==> src/rtl/input_conditioner.sv <==
// input_conditioner: debounces the synchronized sensor, walk and reprogram inputs.
// Delivers a clean sensor level, a sticky walk request and a one-cycle reprogram pulse, all registered.
module input_conditioner #(
   parameter int DEBOUNCE_CYCLES = 4
) (
   input  logic clk,
   input  logic Reset,
   input  logic Sensor_Sync,
   input  logic WR_Sync,
   input  logic Reprog_Sync,
   input  logic Walk_Ack,
   output logic Sensor_Stable,
   output logic Walk_Pending,
   output logic Reprog_Pulse
);

   localparam int         NCH        = 3;
   localparam int         CH_SENSOR  = 0;
   localparam int         CH_WALK    = 1;
   localparam int         CH_REPROG  = 2;
   localparam logic [7:0] CNT_LAST   = 8'(DEBOUNCE_CYCLES - 1);

   logic [NCH-1:0] sync_in;
   logic [NCH-1:0] stable_q;
   logic [NCH-1:0] stable_d;
   logic [NCH-1:0] rise;
   logic [7:0]     cnt_q [NCH];
   logic [7:0]     cnt_d [NCH];
   logic           walk_pending_q;
   logic           walk_pending_d;
   logic           reprog_pulse_q;
   logic           reprog_pulse_d;

   assign sync_in = {Reprog_Sync, WR_Sync, Sensor_Sync};

   always_comb begin
      for (int i = 0; i < NCH; i++) begin
         stable_d[i] = stable_q[i];
         cnt_d[i]    = 8'd0;
         // Any sample that agrees with the accepted level restarts the count.
         if (sync_in[i] != stable_q[i]) begin
            if (cnt_q[i] == CNT_LAST) begin
               stable_d[i] = sync_in[i];
            end else begin
               cnt_d[i] = cnt_q[i] + 8'd1;
            end
         end
      end
      rise           = stable_d & ~stable_q;
      // A new request on the same edge as an acknowledge must survive.
      walk_pending_d = rise[CH_WALK] | (walk_pending_q & ~Walk_Ack);
      reprog_pulse_d = rise[CH_REPROG];
   end

   always_ff @(posedge clk or posedge Reset) begin
      if (Reset) begin
         stable_q       <= '0;
         walk_pending_q <= 1'b0;
         reprog_pulse_q <= 1'b0;
         for (int i = 0; i < NCH; i++) begin
            cnt_q[i] <= 8'd0;
         end
      end else begin
         stable_q       <= stable_d;
         walk_pending_q <= walk_pending_d;
         reprog_pulse_q <= reprog_pulse_d;
         for (int i = 0; i < NCH; i++) begin
            cnt_q[i] <= cnt_d[i];
         end
      end
   end

   assign Sensor_Stable = stable_q[CH_SENSOR];
   assign Walk_Pending  = walk_pending_q;
   assign Reprog_Pulse  = reprog_pulse_q;

endmodule
==> config.mk <==
export PLATFORM = sky130hd
export DESIGN_NAME = input_conditioner
export DESIGN_NICKNAME = d
export VERILOG_FILES = /design/src/rtl/input_conditioner.sv
export SDC_FILE = /design/constraint.sdc
export NUM_CORES = 1
export LEC_CHECK = 0
export BUFFER_PORTS_ARGS = -buffer_cell sky130_fd_sc_hd__buf_2
export CORE_MARGIN = 2
export CORE_UTILIZATION = 25
export DETAILED_ROUTE_END_ITERATION = 10
export GPL_TIMING_DRIVEN = 0
export SKIP_LAST_GASP = 1
export SLEW_MARGIN = 15
export SYNTH_ARGS = -nofsm -noshare
export SYNTH_HDL_FRONTEND = slang
export SYNTH_SLANG_ARGS = --single-unit
==> constraint.sdc <==
create_clock -name clk -period 1.85 [get_ports clk]
set_input_delay 0.185 -clock clk [delete_from_list [all_inputs] [get_ports clk]]
set_output_delay 0.185 -clock clk [all_outputs]
set_load 0.02 [all_outputs]
==> results of run 1 <==
==> how the worst max path moves through the flow <==
stage                     slack, ns  depth (start not counted)           end      from
after detailed placement       0.01                          4     cnt_q[11]  cnt_q[8]
after global placement      -0.0007                          4     cnt_q[11]  cnt_q[8]
after CTS                     0.005                          4     cnt_q[12]  cnt_q[8]
final                          0.12                          4      cnt_q[9]  cnt_q[8]
after global routing           0.01                          4  Walk_Pending  cnt_q[8]
after floorplan                0.22                          4      cnt_q[9]  cnt_q[8]
==> cell type report <==
type	instances	area [µm²]
Tap cell	70	87.6
Fill cell	525	3600
Sequential cell	29	726
Multi-Input combinational cell	95	614
Inverter	6	22.5
Clock buffer	7	86.3
Timing Repair Buffer	8	40.0
==> flip-flops by register name, summed over array words and instances (netlist names), named ones only <==
name,flops
Reprog_Pulse,1
cnt_q,24
Walk_Pending,1
stable_q,2
==> placed cells by master, fill, tap and decap left out <==
master	n
nand3_1	11
dfrtp_1	29
clkbuf_1	1
or2_4	1
mux2_2	2
inv_2	1
o21ai_0	11
or3_1	10
clkbuf_8	6
a21bo_2	1
a21o_1	1
and3_1	1
xor2_1	8
nor3_1	2
nor4b_1	2
nor2_1	13
nand2_1	6
buf_2	8
and3_2	1
a21oi_1	8
xnor2_1	4
o32ai_2	1
nand4_1	3
or4b_4	1
a21boi_0	1
nor3b_1	1
o21ai_2	1
inv_1	5
ha_1	5
==> repair_timing <==
item / CTS / global route
resized for setup: 0 / 1
endpoints found under the hold margin: 0 / 0
setup endpoints to repair: 0 / 7
hold buffers: 0 / 0
==> per-stage QoR <==
| step | power [W] | worst slack, ns | cell area, µm² | std cells | hold WS (ns) |
|---|---|---|---|---|---|
| after floorplan | 0.00120 | 0.218 | 1360 | 130 | 0.263 |
| after global placement | 0.00132 | -0.000654 | 1490 | 208 | 0.384 |
| after detailed placement | 0.00133 | 0.0118 | 1490 | 208 | 0.381 |
| after CTS | 0.00185 | 0.00475 | 1570 | 215 | 0.0896 |
| after global routing | 0.00197 | 0.0148 | 1580 | 215 | 0.0467 |
| final | 0.00183 | 0.117 | 1580 | 215 | -0.0213 |
==> worst max-delay path: stages (launching register included) <==
cell     delay [ns]
dfrtp_1        0.40
ha_1           0.25
or4b_4         0.51
or2_4          0.28
and3_2         0.19
==> layer usage <==
metal	vias to the layer above	track usage	routed length [µm]
met1	433	0.109	1100
met5	-	0	0
li1	488	-	-
met4	0	0.0429	48
met3	8	0.0314	96
met2	11	0.123	951
==> power groups by stage <==
stage	combinational, W	sequential (W)	clock (W)
after detailed placement	0.000436	0.000889	0
after global placement	0.000436	0.000886	0
after floorplan	0.000320	0.000882	0
after global routing	0.000513	0.000899	0.000555
final	0.000441	0.000876	0.000509
after CTS	0.000441	0.000878	0.000534
==> logic make-up (layout without fill, tap and decap cells) <==
group,Yosys count,in the layout,synth area share
mux,2,2,0.0166
fa+ha+maj,5,5,0.0460
xor+xnor,12,12,0.0773
buf+inv,6,21,0.0166
compound gates,24,24,0.104
simple gates,52,52,0.205
flops,29,29,0.534
==> results.txt, run 1 <==
CTS HTree Levels: 2
Switching share of power: 0.325
Routability cong.: 0.737
Count of routing violations after the opening detailed-route iteration: 31
Share of total power in combinational logic: 0.242
Final HPWL from detailed placement: 1.50 mm
TritonCTS clock tree: done
Power share of the sequential group: 0.480
Average footprint of a synthesized cell: 10.5 µm²
Clk_lat worst skew: 0.27 ns
Synth top cells by count: dfrtp_1 (29), nor2_1 (13), nand3_1 (11), o21ai_0 (11), or3_1 (10)
Portion of the post-synthesis area used by sequential elements: 0.534
Netlist area before placement: 1360 µm²
Startpoint type of the worst setup path: flop
Largest cells by area after synthesis: dfrtp_1 (53%), xor2_1 (5.2%), ha_1 (4.6%), or3_1 (4.6%), nand3_1 (4.1%)
R2R cell count: 4
Hold Slack: -0.0213 ns
Power Internal: 0.00123 W
Type of element capturing the critical path: flop
Cell at the root of the clock tree: clkbuf_8
Final clock skew: 0.00207 ns
Average via count per standard cell: 4.37
Area of the core region: 5170 µm²
Number of cells produced by synthesis: 130
Number of sinks driven by the clock tree: 29
Unique masters post-synth: 25
Number of nets with antenna violations after detailed routing: 0
Setup violations, final: 0
Power dissipated by switching net loads: 0.000593 W
Clock power share: 0.279
Global-route wire length before repair: 4.02 mm
Share of post-route cells with drive strength above 1: 0.159
Site row count: 26
Worst R2R Start: cnt_q[8]
Antenna cells: 0
Peak VDD IR: 0.611 mV
Violations in the final reports: negative hold slack
RSZ-0062 raised after global routing: no
Final critical delay including setup and external delays: 1.73 ns
Most area-hungry cell type in the Yosys netlist: dfrtp_1
Synth Register Bits: 29
Starting density of the core: 0.263
Die ar.: 6040 µm²
Worst-margin pin slew: 0.603 ns
Vias in the first global route: 916
Register-to-register path setup slack: 0.12 ns
Yosys top cell area share: 0.534
Worst rel slew slack: 0.597
Most repeated cell in the gate-level netlist after synthesis: dfrtp_1
Result of the run: finished, violations left
Hold Crit Class: in -> async
Post-CTS Repair Setup Buffers: 0
Ys async rst share: 1.00
Detailed-route DRC error count: 0
Global Route Usage Sum: 0.0845
Final standard cell utilization of the core: 0.305
Required time at the worst-slack endpoint: 2.01 ns
Power per standard cell area: 1160 nW/µm²
Number of enable flip-flop cells after synthesis: 0
Maximum number of buffers from clock root to sink: 2
Fin. max-slew vios: 0
Crit path kind: reg -> reg
Highest net fanout along the worst path: 5
Max Fclk: 0.577 GHz
Number of I/O pins: 9
Width of the die: 77.7 µm
Number of iterations in the first detailed-routing pass: 4
Net Count, Synth: 141
Total CTS buffers: 5
Final Hold Vio Count: 29
Routed length per instance: 10.2 µm
Critical path arrival: 1.90 ns
Synth Warn #: 0
Initial antenna violation count: 0
Post-layout net count: 156
Final cycle utilization of the critical path: 0.937
Die Y: 77.7 µm
Clock transition at the registers of the reported paths: 0.06 ns
Port buffer count: 8
Maximum number of pins on one net before global-route repair: 30
Area delta synth->final: 16.0%
Final wirelength: 2.19 mm
R2r endpoint: cnt_q[9]
Detailed-route via count: 940
Static leakage power: 0.677 nW
Sum Neg Setup Slack: 0 ns
Primary FF master, synth: dfrtp_1
Number of maximum-capacitance constraint violations: 0
Overflow left after global routing: 0
(Power assumes the default switching activity.)
==> run 2, diff against run 1 <==
--- a/config.mk
+++ b/config.mk
@@ -10,6 +10,7 @@
 export CORE_UTILIZATION = 25
 export DETAILED_ROUTE_END_ITERATION = 10
 export GPL_TIMING_DRIVEN = 0
+export MAX_ROUTING_LAYER = met4
 export SKIP_LAST_GASP = 1
 export SLEW_MARGIN = 15
 export SYNTH_ARGS = -nofsm -noshare
==> run 2 against run 1 <==
  * The run still ends with negative hold slack left
  * Cell area is the same
  * Critical path depth is the same
  * Global-route usage grew 0.21 points
  * Via count grew 0.53%
  * Register-to-register slack is essentially flat
  * Power is essentially flat
  * Critical endpoint unchanged
  * Largest cell class unchanged
==> results.txt, run 2 (synthesized netlist as in run 1, its figures left out) <==
Result of the run: finished, violations left
Violations in the final reports: negative hold slack
Number of nets with antenna violations after detailed routing: 0 (unchanged)
Global Route Usage Sum: 0.0866 (+0.00211)
Most common library cell in the layout ignoring fill and taps: dfrtp_1
Worst rel slew slack: 0.597 (about the same)
Clk_lat worst skew: 0.27 ns (about the same)
Width of the die: 77.7 µm (unchanged)
Number of I/O pins: 9 (unchanged)
Largest registers: cnt_q x24, stable_q x2
Max Fclk: 0.577 GHz (about the same)
Initial antenna violation count: 0 (unchanged)
Final WS setup: 0.117 ns (-0.000360 ns)
Final Hold Vio Count: 29 (unchanged)
Count of routing violations after the opening detailed-route iteration: 28 (-9.7%)
Maximum number of buffers from clock root to sink: 2 (unchanged)
Post-placement worst setup slack: 0.0118 ns (unchanged)
Type of element capturing the critical path: flop
Routed length per instance: 10.2 µm (about the same)
Final HPWL from detailed placement: 1.50 mm (unchanged)
Antenna cells: 0 (unchanged)
Port buffer count: 8 (unchanged)
Area of the core region: 5170 µm² (unchanged)
Fin. max-slew vios: 0 (unchanged)
Power dissipated by switching net loads: 0.000594 W (+0.24%)
Final critical delay including setup and external delays: 1.73 ns (+0.000360 ns)
Leading cell types in the layout, fill and taps excluded: dfrtp_1 (29), nor2_1 (13), o21ai_0 (11), nand3_1 (11), or3_1 (10)
Clock transition at the registers of the reported paths: 0.06 ns (about the same)
R2R cell count: 4 (unchanged)
Number of flip-flops in the largest register: 24 (unchanged)
Cell at the root of the clock tree: clkbuf_8
Sum Neg Setup Slack: 0 ns (unchanged)
Static leakage power: 0.677 nW (unchanged)
Die Y: 77.7 µm (unchanged)
Startpoint type of the worst setup path: flop
Vias in the first global route: 917 (+0.11%)
Number of maximum-capacitance constraint violations: 0 (unchanged)
Worst-margin pin slew: 0.603 ns (-0.000156 ns)
Share of total power in combinational logic: 0.242 (about the same)
Hold Slack: -0.0205 ns (+0.000788 ns)
Switching share of power: 0.325 (+0.000523)
Die ar.: 6040 µm² (unchanged)
Global-route wire length before repair: 4.01 mm (-0.17%)
Site row count: 26 (unchanged)
Peak VDD IR: 0.611 mV (about the same)
Final clock skew: 0.00207 ns (-0.00000636 ns)
TritonCTS clock tree: done
Hold Crit Class: in -> async
Critical path arrival: 1.90 ns (about the same)
Clock power share: 0.279 (about the same)
Maximum number of pins on one net before global-route repair: 30 (unchanged)
Routability cong.: 0.746 (+1.2%)
Average via count per standard cell: 4.40 (+0.53%)
Power share of the sequential group: 0.479 (about the same)
Overflow left after global routing: 0 (unchanged)
Area delta synth->final: 16.0% (unchanged)
Starting density of the core: 0.263 (unchanged)
Post-layout net count: 156 (unchanged)
Total CTS buffers: 5 (unchanged)
Required time at the worst-slack endpoint: 2.01 ns (about the same)
Crit path kind: reg -> reg
Final standard cell utilization of the core: 0.305 (unchanged)
Detailed-route DRC error count: 0 (unchanged)
Power Internal: 0.00123 W (about the same)
Detailed-route via count: 945 (+0.53%)
Highest net fanout along the worst path: 5 (unchanged)
Final wirelength: 2.19 mm (about the same)
Power per standard cell area: 1160 nW/µm² (about the same)
Final cycle utilization of the critical path: 0.937 (about the same)
Share of post-route cells with drive strength above 1: 0.159 (unchanged)
Number of iterations in the first detailed-routing pass: 4 (unchanged)
Setup violations, final: 0 (unchanged)
RSZ-0062 raised after global routing: no
Register ranked first by flip-flop count: cnt_q
Number of sinks driven by the clock tree: 29 (unchanged)
CTS HTree Levels: 2 (unchanged)
run 2: cell counts in the layout (fill, tap and decap cells not counted):
Identical to the previous run, type by type.
run 2: worst max-delay path: stages (launching register included):
cell and delay (ns):
dfrtp_1 0.40, ha_1 0.25, or4b_4 0.51, or2_4 0.28
and3_2 0.19
run 2: worst paths after layout:
check,from,to,slack (ns)
min reg2reg,stable_q[2],Reprog_Pulse,0.47
min in group clk,Walk_Ack,Walk_Pending,0.10
max,cnt_q[8],cnt_q[9],0.12
max in group asynchronous,Reset,cnt_q[18],1.47
min,Reset,cnt_q[14],-0.02
max reg2reg,cnt_q[8],cnt_q[9],0.12
run 2: power by group through the flow:
stage	combinational [W]	clock, W	sequential (W)
6_report	0.000442	0.000510	0.000876
5_1_grt	0.000513	0.000553	0.000899
4_1_cts	0.000441	0.000534	0.000878
3_5_place_dp	0.000436	0	0.000889
3_3_place_gp	0.000436	0	0.000886
2_1_floorplan	0.000320	0	0.000882
run 2: stage by stage:
step	hold slack [ns]	instance area (µm²)	power, W	std cells
after global routing	0.0467	1580	0.00197	215
after detailed placement	0.381	1490	0.00133	208
final	-0.0205	1580	0.00183	215
after global placement	0.384	1490	0.00132	208
after floorplan	0.263	1360	0.00120	130
after CTS	0.0896	1570	0.00185	215
run 2: area by class of cell:
type / count / area [µm²]
multi-input combinational: 95 / 614
inverter: 6 / 22.5
sequential: 29 / 726
fill: 525 / 3600
clock buffer: 7 / 86.3
tap: 70 / 87.6
timing repair buffer: 8 / 40.0
run 2: timing repair:
item | CTS | global route
buffers inserted | 0 | 0
gates resized for setup | 0 | 1
hold buffers | 0 | 0
setup endpoints to repair | 0 | 7
run 2: layer usage:
layer | up-vias | global-route usage | wire length (µm)
li1 | 488 | - | -
met1 | 438 | 0.110 | 1110
met2 | 11 | 0.123 | 949
met3 | 8 | 0.0291 | 88
met4 | 0 | 0.0429 | 49
met5 | - | - | 0
==> run 3, diff against run 2 <==
--- a/config.mk
+++ b/config.mk
@@ -5,11 +5,10 @@
 export SDC_FILE = /design/constraint.sdc
 export NUM_CORES = 1
 export LEC_CHECK = 0
-export BUFFER_PORTS_ARGS = -buffer_cell sky130_fd_sc_hd__buf_2
 export CORE_MARGIN = 2
-export CORE_UTILIZATION = 25
+export CORE_UTILIZATION = 40
 export DETAILED_ROUTE_END_ITERATION = 10
-export GPL_TIMING_DRIVEN = 0
+export DONT_BUFFER_PORTS = 1
 export MAX_ROUTING_LAYER = met4
 export SKIP_LAST_GASP = 1
 export SLEW_MARGIN = 15
==> run 3 against run 2 <==
  * The run now ends clean
  * Power decreased by 5.9%
  * Routed wire length increased by 1.4%
  * Fmax increased by 0.27%
  * Largest power group unchanged
  * Utilization increased by 16 points
  * Via count increased by 0.95%
  * Highest routed layer unchanged
  * Non-clock buffer count decreased by 2
  * Critical path depth unchanged
  * Register-to-register slack about the same
==> results.txt, run 3 (synthesized netlist as in run 1, its figures left out) <==
Result of the run: complete, no violations
Number of maximum-capacitance constraint violations: 0 (unchanged)
Number of sinks driven by the clock tree: 29 (unchanged)
Routed length per instance: 11.8 µm (+15%)
Vias in the first global route: 945 (+3.1%)
Detailed-route via count: 954 (+0.95%)
Register ranked first by flip-flop count: cnt_q
Port buffer count: 0 (-8)
Die ar.: 3880 µm² (-36%)
Post-CTS sizing: 0 (unchanged)
Clk_lat worst skew: 0.32 ns (+0.05 ns)
Detailed-route DRC error count: 0 (unchanged)
Leading cell types in the layout, fill and taps excluded: dfrtp_1 (29), nor2_1 (13), o21ai_0 (11), nand3_1 (11), or3_1 (10)
Clock power share: 0.220 (-0.059)
Width of the die: 62.3 µm (-20%)
Power dissipated by switching net loads: 0.000584 W (-1.8%)
Global-route wire length before repair: 4.03 mm (+0.52%)
Final Hold Vio Count: 0 (-100%)
Area delta synth->final: 12.2%
Final critical delay including setup and external delays: 1.73 ns (-0.00472 ns)
Largest registers: cnt_q x24, stable_q x2
Area taken by multi-input logic gates: 611 µm² (-0.61%)
Starting density of the core: 0.410 (+0.148)
Final HPWL from detailed placement: 1.61 mm (+7.2%)
Cell at the root of the clock tree: clkbuf_4
Worst-margin pin slew: 0.389 ns (-0.214 ns)
FILL cells: 332 (-37%)
Site row count: 21 (-19%)
Routability cong.: 0.839 (+12%)
Final wirelength: 2.22 mm (+1.4%)
Depth of the worst hold-timing path: 1
Power share of the sequential group: 0.525 (+0.046)
Count of routing violations after the opening detailed-route iteration: 12 (-57%)
TritonCTS clock tree: done
Sequential cell area in the final layout: 726 µm² (unchanged)
Maximum number of buffers from clock root to sink: 2 (unchanged)
Clock transition at the registers of the reported paths: 0.08 ns (+0.02 ns)
Required time at the worst-slack endpoint: 2.06 ns (+0.05 ns)
Final WS setup: 0.121 ns (+0.00472 ns)
Post-placement worst setup slack: 0.130 ns (+0.118 ns)
Hold Crit Class: in -> reg
Die Y: 62.3 µm (-20%)
Share of post-route cells with drive strength above 1: 0.112 (-0.0467)
Setup violations, final: 0 (unchanged)
Antenna cells: 0 (unchanged)
Average via count per standard cell: 5.05 (+15%)
Crit path kind: reg -> reg
Number of I/O pins: 9 (unchanged)
Max Fclk: 0.579 GHz (+0.27%)
Post-layout net count: 154 (-1.3%)
Number of standard cells in the layout, taps in and fillers out: 189 (-12%)
Most common library cell in the layout ignoring fill and taps: dfrtp_1
Number of flip-flops in the largest register: 24 (unchanged)
R2r endpoint: cnt_q[9]
Peak VDD IR: 0.548 mV (-10%)
Highest net fanout along the worst path: 5 (unchanged)
Maximum number of pins on one net before global-route repair: 30 (unchanged)
Global Route Usage Sum: 0.136 (+0.0492)
Share of total power in combinational logic: 0.255 (+0.013)
Area of the core region: 3310 µm² (-36%)
Worst R2R Start: cnt_q[8]
List of cells traversed by the critical path: ha_1, or4b_4, or2_4, and3_2
Number of iterations in the first detailed-routing pass: 2 (-2)
Initial antenna violation count: 0 (unchanged)
Fin. max-slew vios: 0 (unchanged)
CTS HTree Levels: 2 (unchanged)
Cell with the largest stage delay on the worst path: or4b_4
Sum Neg Setup Slack: 0 ns (unchanged)
Final clock skew: 0.00561 ns (+0.00354 ns)
Static leakage power: 0.656 nW (-3.1%)
Total CTS buffers: 5 (unchanged)
Final cycle utilization of the critical path: 0.934 (-0.00255)
Power per standard cell area: 1130 nW/µm² (-2.7%)
Register-to-register path setup slack: 0.12 ns (about the same)
RSZ-0062 raised after global routing: no
Critical path arrival: 1.94 ns (+0.04 ns)
Final standard cell utilization of the core: 0.460 (+0.156)
Startpoint type of the worst setup path: flop
Critical hold path startpoint: Sensor_Sync
Instance count after placement with tap cells included: 179 (-14%)
Overflow left after global routing: 0 (unchanged)
Type of element capturing the critical path: flop
Worst path max stage delay: 0.50 ns (about the same)
Switching share of power: 0.339 (+0.0142)
R2R cell count: 4 (unchanged)
Power Internal: 0.00114 W (-7.9%)
Number of nets with antenna violations after detailed routing: 0 (unchanged)
Worst rel slew slack: 0.737 (+0.140)
[run 3: timing repair]
item | 4_1_cts | 5_1_grt
buffers inserted | 0 | 0
hold buffers | 3 | 0
setup endpoints to repair | 0 | 0
hold endpoints to repair | 32 | 0
[run 3: layout make-up]
class | count | share of cell area
sequential | 29 | 0.476
inverter | 6 | 0.0148
clock buffer | 7 | 0.0361
multi-input combinational | 95 | 0.401
tap | 46 | 0.0378
timing repair buffer | 6 | 0.0345
[run 3: routing by layer]
metal	vias to the layer above	global-route usage	wire length (µm)
met5	-	-	0
met1	447	0.164	1020
li1	490	-	-
met4	0	0.0611	30
met2	12	0.208	1080
met3	5	0.0453	87
[run 3: worst max-delay path by stage]
stage | from | end
floorplan | cnt_q[8] | cnt_q[9]
global placement | cnt_q[8] | cnt_q[9]
detailed placement | cnt_q[8] | cnt_q[9]
CTS | cnt_q[8] | cnt_q[9]
global route | cnt_q[9] | cnt_q[9]
finish | cnt_q[8] | cnt_q[9]
[run 3: stage by stage]
step           cell area, µm²  power [W]  hold WS (ns)
3_3_place_gp             1440    0.00133         0.168
4_1_cts                  1520    0.00175        0.0142
3_5_place_dp             1440    0.00135         0.174
5_1_grt                  1520    0.00184        0.0142
2_1_floorplan            1360    0.00120         0.263
6_report                 1520    0.00172        0.0295
[run 3: critical path, delay by kind of cell, from the launching register on]
kind | cells | cell delay (ns)
simple gates | 3 | 0.97
flops | 1 | 0.41
fa+ha+maj | 1 | 0.24
[run 3: power groups by stage]
stage	clock (W)	combinational (W)	sequential [W]
after floorplan	0	0.000320	0.000882
after global placement	0	0.000424	0.000908
after detailed placement	0	0.000436	0.000915
after CTS	0.000402	0.000443	0.000902
after global routing	0.000424	0.000496	0.000922
final	0.000378	0.000438	0.000902
